**src/rtl/ppc_sum_if.sv**
```systemverilog
// ----------------------------------------------------------------------------
// ppc_sum_if -- bundle between the prefix pipeline / result consumer and
// ppc_sum_unit.
//
// Signals:
//   in_valid  : a resolved prefix word is present this cycle (never stalled)
//   y         : per-bit resolved carry code, 'k'=8'h6B, 'g'=8'h67, 'p'=8'h70
//   a, b      : operands aligned with y
//   out_valid : result buffer head holds a result
//   out_ready : consumer accepts the head this cycle
//   sum, cout, ovf : result at the buffer head
//   in_drop   : one-cycle pulse after an input word was discarded
//   err       : sticky illegal-code flag (present only with PPC_SUM_ERRCHK_EN)
//
// Modports: master = producer/consumer side, slave = ppc_sum_unit.
// Optional feature macro: PPC_SUM_ERRCHK_EN.
// ----------------------------------------------------------------------------
interface ppc_sum_if;
    logic             in_valid;
    logic [31:0][7:0] y;
    logic [31:0]      a;
    logic [31:0]      b;
    logic             out_valid;
    logic             out_ready;
    logic [31:0]      sum;
    logic             cout;
    logic             ovf;
    logic             in_drop;
`ifdef PPC_SUM_ERRCHK_EN
    logic             err;

    modport master (
        output in_valid, y, a, b, out_ready,
        input  out_valid, sum, cout, ovf, in_drop, err
    );
    modport slave (
        input  in_valid, y, a, b, out_ready,
        output out_valid, sum, cout, ovf, in_drop, err
    );
`else
    modport master (
        output in_valid, y, a, b, out_ready,
        input  out_valid, sum, cout, ovf, in_drop
    );
    modport slave (
        input  in_valid, y, a, b, out_ready,
        output out_valid, sum, cout, ovf, in_drop
    );
`endif
endinterface

```
**src/rtl/ppc_sum_unit.sv**
```systemverilog
// ----------------------------------------------------------------------------
// ppc_sum_unit -- final sum stage of a parallel-prefix adder followed by a
// small result FIFO.
//
// The sum bits are formed from the resolved carry codes y (carry into bit i is
// "bit i-1 generates"), then {sum,cout,ovf} is pushed into a DEPTH-entry FIFO.
// The input side is never stalled: a word arriving while the FIFO is full and
// not being popped is discarded and flagged on in_drop the following cycle.
//
// Ports:
//   clk  : clock, rising edge
//   rst  : asynchronous active-high reset (clears pointers, data and flags)
//   bus  : ppc_sum_if.slave (inputs in_valid/y/a/b/out_ready,
//          outputs out_valid/sum/cout/ovf/in_drop[/err])
//
// Parameter DEPTH : result-buffer entries, legal values 2, 4, 8.
// Optional feature macro PPC_SUM_ERRCHK_EN : sticky err flag raised when an
// accepted word carries any code other than 'k' or 'g'.
// ----------------------------------------------------------------------------
module ppc_sum_unit #(
    parameter int DEPTH = 4
) (
    input  logic     clk,
    input  logic     rst,
    ppc_sum_if.slave bus
);
    localparam int         AW     = $clog2(DEPTH);
    localparam int         PW     = AW + 1;
    localparam logic [7:0] CODE_G = 8'h67;

    typedef struct packed {
        logic [31:0] sum;
        logic        cout;
        logic        ovf;
    } entry_t;

    genvar gi;

    // ------------------------------------------------------------------
    // Sum formation
    // ------------------------------------------------------------------
    logic [31:0] cin;
    entry_t      res_d;

    assign cin[0] = 1'b0;
    generate
        for (gi = 1; gi < 32; gi++) begin : g_cin
            // Only a resolved 'g' produces a carry; 'k', 'p' or junk do not.
            assign cin[gi] = (bus.y[gi-1] == CODE_G);
        end
    endgenerate

    assign res_d.sum  = bus.a ^ bus.b ^ cin;
    assign res_d.cout = (bus.y[31] == CODE_G);
    assign res_d.ovf  = cin[31] ^ res_d.cout;

    // ------------------------------------------------------------------
    // FIFO control. Pointers carry one extra wrap bit so full and empty
    // are distinguishable with all DEPTH slots in use.
    // ------------------------------------------------------------------
    logic [PW-1:0] wr_ptr_q;
    logic [PW-1:0] rd_ptr_q;
    logic          in_drop_q;
    logic          empty;
    logic          full;
    logic          pop;
    logic          wr_en;

    assign empty = (wr_ptr_q == rd_ptr_q);
    assign full  = (wr_ptr_q[AW] != rd_ptr_q[AW]) &&
                   (wr_ptr_q[AW-1:0] == rd_ptr_q[AW-1:0]);
    assign pop   = !empty && bus.out_ready;
    // A simultaneous pop frees the head slot, so a full FIFO still accepts.
    assign wr_en = bus.in_valid && (!full || pop);

    always_ff @(posedge clk or posedge rst) begin
        if (rst) begin
            wr_ptr_q  <= '0;
            rd_ptr_q  <= '0;
            in_drop_q <= 1'b0;
        end else begin
            if (wr_en) begin
                wr_ptr_q <= wr_ptr_q + PW'(1);
            end
            if (pop) begin
                rd_ptr_q <= rd_ptr_q + PW'(1);
            end
            in_drop_q <= bus.in_valid && !wr_en;
        end
    end

    // ------------------------------------------------------------------
    // Storage: one register per slot, cleared by reset so the head never
    // shows X even when out_valid is low.
    // ------------------------------------------------------------------
    entry_t slot_arr [DEPTH];

    generate
        for (gi = 0; gi < DEPTH; gi++) begin : g_slot
            entry_t entry_q;

            always_ff @(posedge clk or posedge rst) begin
                if (rst) begin
                    entry_q <= '0;
                end else if (wr_en && (wr_ptr_q[AW-1:0] == AW'(gi))) begin
                    entry_q <= res_d;
                end
            end

            assign slot_arr[gi] = entry_q;
        end
    endgenerate

    entry_t head;
    assign head = slot_arr[rd_ptr_q[AW-1:0]];

    assign bus.out_valid = !empty;
    assign bus.sum       = head.sum;
    assign bus.cout      = head.cout;
    assign bus.ovf       = head.ovf;
    assign bus.in_drop   = in_drop_q;

`ifdef PPC_SUM_ERRCHK_EN
    // ------------------------------------------------------------------
    // Illegal-code check: an accepted word with any code other than 'k'
    // or 'g' (unresolved 'p' included) sets a flag held until reset.
    // The word itself is still buffered.
    // ------------------------------------------------------------------
    localparam logic [7:0] CODE_K = 8'h6B;

    logic [31:0] bad_code;
    logic        err_q;

    generate
        for (gi = 0; gi < 32; gi++) begin : g_chk
            assign bad_code[gi] = (bus.y[gi] != CODE_K) && (bus.y[gi] != CODE_G);
        end
    endgenerate

    always_ff @(posedge clk or posedge rst) begin
        if (rst) begin
            err_q <= 1'b0;
        end else if (wr_en && (|bad_code)) begin
            err_q <= 1'b1;
        end
    end

    assign bus.err = err_q;
`endif

endmodule

```
**src/flat_wrapper.sv**
```systemverilog
// flat-port wrapper written by rule: the top's interface ports become plain ports
module ppc_sum_unit_flat 
#(
    parameter int DEPTH = 4
)
  (clk, rst, bus_in_valid, bus_y, bus_a, bus_b, bus_out_ready, bus_out_valid, bus_sum, bus_cout, bus_ovf, bus_in_drop);
  ppc_sum_if bus_i ();
  input  logic clk;
  input  logic rst;
  input wire logic [$bits(bus_i.in_valid)-1:0] bus_in_valid;
  input wire logic [$bits(bus_i.y)-1:0] bus_y;
  input wire logic [$bits(bus_i.a)-1:0] bus_a;
  input wire logic [$bits(bus_i.b)-1:0] bus_b;
  input wire logic [$bits(bus_i.out_ready)-1:0] bus_out_ready;
  output wire logic [$bits(bus_i.out_valid)-1:0] bus_out_valid;
  output wire logic [$bits(bus_i.sum)-1:0] bus_sum;
  output wire logic [$bits(bus_i.cout)-1:0] bus_cout;
  output wire logic [$bits(bus_i.ovf)-1:0] bus_ovf;
  output wire logic [$bits(bus_i.in_drop)-1:0] bus_in_drop;
  assign bus_i.in_valid = bus_in_valid;
  assign bus_i.y = bus_y;
  assign bus_i.a = bus_a;
  assign bus_i.b = bus_b;
  assign bus_i.out_ready = bus_out_ready;
  assign bus_out_valid = bus_i.out_valid;
  assign bus_sum = bus_i.sum;
  assign bus_cout = bus_i.cout;
  assign bus_ovf = bus_i.ovf;
  assign bus_in_drop = bus_i.in_drop;
  ppc_sum_unit #(.DEPTH(DEPTH)) u_core (.clk(clk), .rst(rst), .bus(bus_i));
endmodule
```
**config.mk**
```make
export PLATFORM = sky130hd
export DESIGN_NAME = ppc_sum_unit_flat
export DESIGN_NICKNAME = d
export VERILOG_FILES = /design/src/rtl/ppc_sum_if.sv /design/src/rtl/ppc_sum_unit.sv /design/src/flat_wrapper.sv
export SDC_FILE = /design/constraint.sdc
export NUM_CORES = 1
export LEC_CHECK = 0
export BUFFER_PORTS_ARGS = -buffer_cell sky130_fd_sc_hd__buf_2
export CORE_AREA = 2 2 141 143
export DETAILED_ROUTE_END_ITERATION = 10
export DIE_AREA = 0 0 143 145
export MAX_ROUTING_LAYER = met4
export PLACE_DENSITY = 0.72
export SLEW_MARGIN = 10
export SYNTH_ARGS = -nofsm -noshare
export SYNTH_HDL_FRONTEND = slang
export SYNTH_SLANG_ARGS = --single-unit
```
**constraint.sdc**
```tcl
create_clock -name clk -period 4.2 [get_ports clk]
set_input_delay 0.21 -clock clk [delete_from_list [all_inputs] [get_ports clk]]
set_output_delay 0.21 -clock clk [all_outputs]
set_load 0.01 [all_outputs]
```
Yosys cells after proc, flatten, opt, wreduce, memory -nomap -nowiden
Cells that the tools add are included.

operators by class
  add/subtract/negate cells = 2
  magnitude comparators = 1
  equality and inequality tests = 38
  multiplexer cells = 3
  bitwise logic cells = 4
  reduce and logical (&&, ||, !) cells = 13

operator list
  operator               number
  $eq A8 B7 Y1 const B   32
  $bmux W34 S2           1
  $mux W34               2
  $xor A32 B32 Y32       2
  $logic_and A1 B1 Y1    8
  $add A3 B1 Y3 const B  2
  $eq A2 B2 Y1 const B   2
  $eq A3 B3 Y1           1
  $ge A3 B3 Y1 const B   1
  $logic_not A1 Y1       3
  $not A2 Y3             1
  $eq A2 B1 Y1 const B   1
  $eq A2 B2 Y1           1
  $logic_not A2 Y1       1
  $logic_or A1 B1 Y1     1
  $ne A1 B1 Y1           1
  $xor A1 B1 Y1          1

storage, ports and cells
  register bits = 143
  bits of input ports = 324
  logic and storage cells = 76

Depth between registers and ports, before layout
  word-level depth = 7
  gate-level depth with buffers = 8
  gate-level depth less buffers = 6

Worst setup path after synthesis
Ideal clock, no wire load.

  path type = flip-flop to flip-flop
  start point = register u_core.rd_ptr_q[1]
  end point = register u_core.g_slot[3].entry_q[10] in the netlist's numbering
  library setup time = 0.133 ns
  data arrival time = 1.527 ns
  setup slack = 2.540 ns
  stages on the path, launching flop included = 6
  path through = dfrtp_1 -> buf_4 -> xor2_4 -> o41ai_4 -> clkbuf_1 -> o21ai_0

on the way
  cells in the longest elaborated chain, start to end = 6
  elaborated cells on any way between the ends = 9
  those cells by class = 2 x eq/ne; 7 x reduce/logical

RTL lines
  item                                                     RTL line                                RTL
  start, declared                                          ppc_sum_unit.sv:62                      logic [PW-1:0] rd_ptr_q;
  start signal, assigned                                   ppc_sum_unit.sv:86                      rd_ptr_q <= rd_ptr_q + PW'(1);
  $eq A3 B3 Y1 or $eq A2 B2 Y1 (tied branches)             ppc_sum_unit.sv:69, ppc_sum_unit.sv:71
  $logic_not A1 Y1 or $logic_and A1 B1 Y1 (tied branches)  ppc_sum_unit.sv:72, ppc_sum_unit.sv:70
  $logic_and A1 B1 Y1 or $logic_not A1 Y1 (tied branches)  ppc_sum_unit.sv:72, ppc_sum_unit.sv:74
  $logic_or A1 B1 Y1 *                                     ppc_sum_unit.sv:74                      assign wr_en = bus.in_valid && (!full || pop);
  $logic_and A1 B1 Y1 *                                    ppc_sum_unit.sv:74
  $logic_and A1 B1 Y1 *                                    ppc_sum_unit.sv:105                     end else if (wr_en && (wr_ptr_q[AW-1:0] == AW'(gi))) begin
  end signal, assigned                                     ppc_sum_unit.sv:106                     entry_q <= res_d;
  end, declared                                            ppc_sum_unit.sv:100                     entry_t entry_q;

Mark *: on every way between the ends. The rest lies on a longest branch, timed or not.
A chain may end at the register's enable or synchronous reset.

Worst setup path in the final report
  start point = register u_core.rd_ptr_q[0]
  end point = output bus_ovf

on the way
  cells in the longest elaborated chain, start to end = 4

RTL lines
  item                                         RTL line             RTL
  $not A2 Y3 (implied by the code)             ppc_sum_unit.sv:115  assign head = slot_arr[rd_ptr_q[AW-1:0]];
  $bmux W34 S2                                 ppc_sum_unit.sv:115
  $mux W34 (implied by the code) (2 in a row)  ppc_sum_unit.sv:115
  end, declared                                flat_wrapper.sv:18   output wire logic [$bits(bus_i.ovf)-1:0] bus_ovf;

Every way passes these cells. The select of a mux whose other input is x is not followed.

==> metrics.csv <==
metric,value,unit
count of port buffers added during placement,359,
via count normalized by instance count,4.76,
sequential fraction of design power,37.6,%
synthesized instance count,679,
total number of clock tree sinks,143,
effective utilization at floorplan,38.7,%
register bit total from synthesis,143,
total standard cell area after synthesis,7430,um^2
final weighted congestion in routability-driven placement,0.814,
maximum number of pins on one net before global-route repair,115,
Die Ht,145,um
Final Non-Filler Cells,1303,
number of antenna violations at the first check in global routing,0,
combinational share of power,41.5,%
type of the setup path with the least slack,reg -> out,
first-pass GRT wire length,30300,um
proportion of netlist area held by the largest area contributor,48.1,%
Std-Cell Core Area,19200,um^2
DRT Pass-1 Iters,4,
normalized max-slew margin,33.3,%
number of H-tree branching levels,4,
instance count after placement with tap cells included,1275,
Final nets,1358,
sequential area share after synthesis,48.1,%
status,completed,
Post-CTS Repair Setup Buffers,0,
worst min-delay path category,in -> async,
capturing element type of the critical path,primary output,
count of inserted antenna diode cells,0,
number of distinct library cells after synthesis,26,
initial DRC count,257,
Worst IR Drop VDD,0.379,mV
tightest hold margin,0.0418,ns
wire length per cell after detailed routing,14.4,um
DIE WIDTH,143,um
total number of vias,6204,
fraction of layout cells with a size suffix above 1,42.4,%
CTS root buffer,sky130_fd_sc_hd__clkbuf_16,
aggregate global-route resource usage,19.0,%
WL final,18800,um
final hold vios,0,
Clk network pwr share,21.0,%
Area contributors post-synth,"sky130_fd_sc_hd__dfrtp_1 (48%), sky130_fd_sc_hd__mux4_2 (10%), sky130_fd_sc_hd__o21ai_0 (8.3%)",
number of setup violations in the final report,0,
mean instance size in the synthesized netlist,10.9,um^2
Crit path required time,3.99,ns
Sw Share,36.2,%
power density over cell area,622,nW/um^2
final worst path period need,2.42,ns
area growth from synthesis to final layout,33.5,%
Die Footprint,20700,um^2
clock-pin slew on the worst setup and hold paths,0.06,ns
# Max-Cap Violations,0,
Crit Path Max Fanout,37,
grt ovf,0,
fin. max-slew vios,0,
HPWL after detailed placement,13900,um
Worst Max-Slew Pin Slew,1.00,ns
IO Count,360,
DRC errors left,0,
library cell with the largest summed area after synthesis,sky130_fd_sc_hd__dfrtp_1,
synthesized netlist net count,1008,
number of routed nets with antenna violations,0,
design internal power,3940,uW
LEAKAGE,0.00473,uW
"most common cell after layout, fill and taps aside",sky130_fd_sc_hd__buf_2,
TritonCTS clock tree,yes,
Sw Pwr,2230,uW
row count,51,
post-cts resize count,0,
Inserted Clock Buffers,17,
highest attainable clock frequency,413,MHz
number of warnings reported in the yosys synthesis log,0,
vias in the first global route,6257,
Clock Skew,0.00725,ns
hold buffers post-CTS,0,
Setup TNS Final,0,ns
startpoint class of the critical path,flip-flop,
"buffers from clock root to sink, at most",2,
most frequent cells in the layout,"sky130_fd_sc_hd__buf_2 (359), sky130_fd_sc_hd__dfrtp_1 (141), sky130_fd_sc_hd__nand2_1 (138)",
final clock period utilization by the worst path,57.7,%
worst-skew pair later-pin latency,0.42,ns
critical path data arrival time,2.21,ns
RSZ-0062 raised after global routing,false,
[flip-flops by register name, summed over array words and instances (netlist names)]
register and cells:
u_core.rd_ptr_q 3, u_core.wr_ptr_q 3, u_core.g_slot.entry_q 136, u_core.bus.in_drop 1
[power groups by stage]
stage / Clock (uW) / Sequential [uW] / Combinational (uW)
after floorplan: 0 / 2230 / 1860
final: 1290 / 2320 / 2560
after global placement: 0 / 2310 / 2520
after global routing: 1400 / 2400 / 2860
after CTS: 1320 / 2320 / 2610
after detailed placement: 0 / 2340 / 2600
[cell usage after synthesis (all sizes together)]
cell type  instances
dfrtp            143
nand2            138
o21ai            136
xnor2             71
mux4              34
nand4             32
nor2b             32
nor4bb            32
buf               26
clkbuf            11
ha                 5
and2               4
o41ai              4
inv                3
mux2               2
nand3              2
xor2               2
nor4b              1
o31ai              1
[worst max-delay path, stage by stage (launching register included)]
cell and delay [ns]:
sky130_fd_sc_hd__dfrtp_2 0.38, sky130_fd_sc_hd__buf_4 0.62, sky130_fd_sc_hd__mux4_2 0.62, sky130_fd_sc_hd__buf_2 0.17
[worst paths after layout]
path	slack (ns)	from	depth (start not counted)	to
worst max-delay path	1.78	u_core.rd_ptr_q[0]$_DFFE_PP0P_	3	bus_ovf
min in group clk	0.13	bus_in_valid	2	u_core.bus.in_drop$_DFF_PP0_
max in group asynchronous	3.17	rst	3	u_core.g_slot[3].entry_q[23]$_DFFE_PP0P_
worst max register to register	1.99	u_core.rd_ptr_q[0]$_DFFE_PP0P_	5	u_core.wr_ptr_q[1]$_DFFE_PP0P_
worst min-delay path	0.04	rst	2	u_core.g_slot[3].entry_q[12]$_DFFE_PP0P_
worst min register to register	0.47	u_core.g_slot[1].entry_q[14]$_DFFE_PP0P_	2	u_core.g_slot[1].entry_q[14]$_DFFE_PP0P_
[logic make-up (layout without fill, tap and decap cells)]
family / count (synthesis) / after routing / synth area share [%]
xor gates and xnor gates: 73 / 73 / 9.21
muxes: 36 / 36 / 10.6
adders and majority gates: 5 / 5 / 0.842
DFF: 143 / 143 / 48.1
AOI/OAI and AO/OA: 141 / 141 / 10.7
and+or+nand+nor: 241 / 241 / 17.3
buffers and inverters: 40 / 399 / 3.20
[per-stage QoR]
step           utilization, %  cell area, um^2  total power, uW  setup WS, ns
2_1_floorplan               -             7430             4100         0.152
3_3_place_gp             49.1             9420             4830          2.02
3_5_place_dp             49.1             9420             4940          1.95
4_1_cts                  51.7             9920             6260          1.72
5_1_grt                  51.7             9920             6650          1.62
6_report                 51.7             9920             6170          1.78
[final cells by class]
cell class                 count  area [um^2]
clock inverter                 8         45.0
fill                        1728         9280
inverter                       3         16.3
clock buffer                  20          457
multi-input combinational    496         3620
timing repair buffer         368         1880
sequential                   143         3580
tap                          265          332
[metal layers]
metal  up-vias  global-route usage (%)  share of wire, %
met5         -                       -                 0
met4         0                    5.74               1.5
met3        24                    4.16               5.2
met2       201                    31.7                51
met1      2868                    23.0                43
li1       3111                       -                 -
No activity file was read; power rests on OpenSTA's default activity.
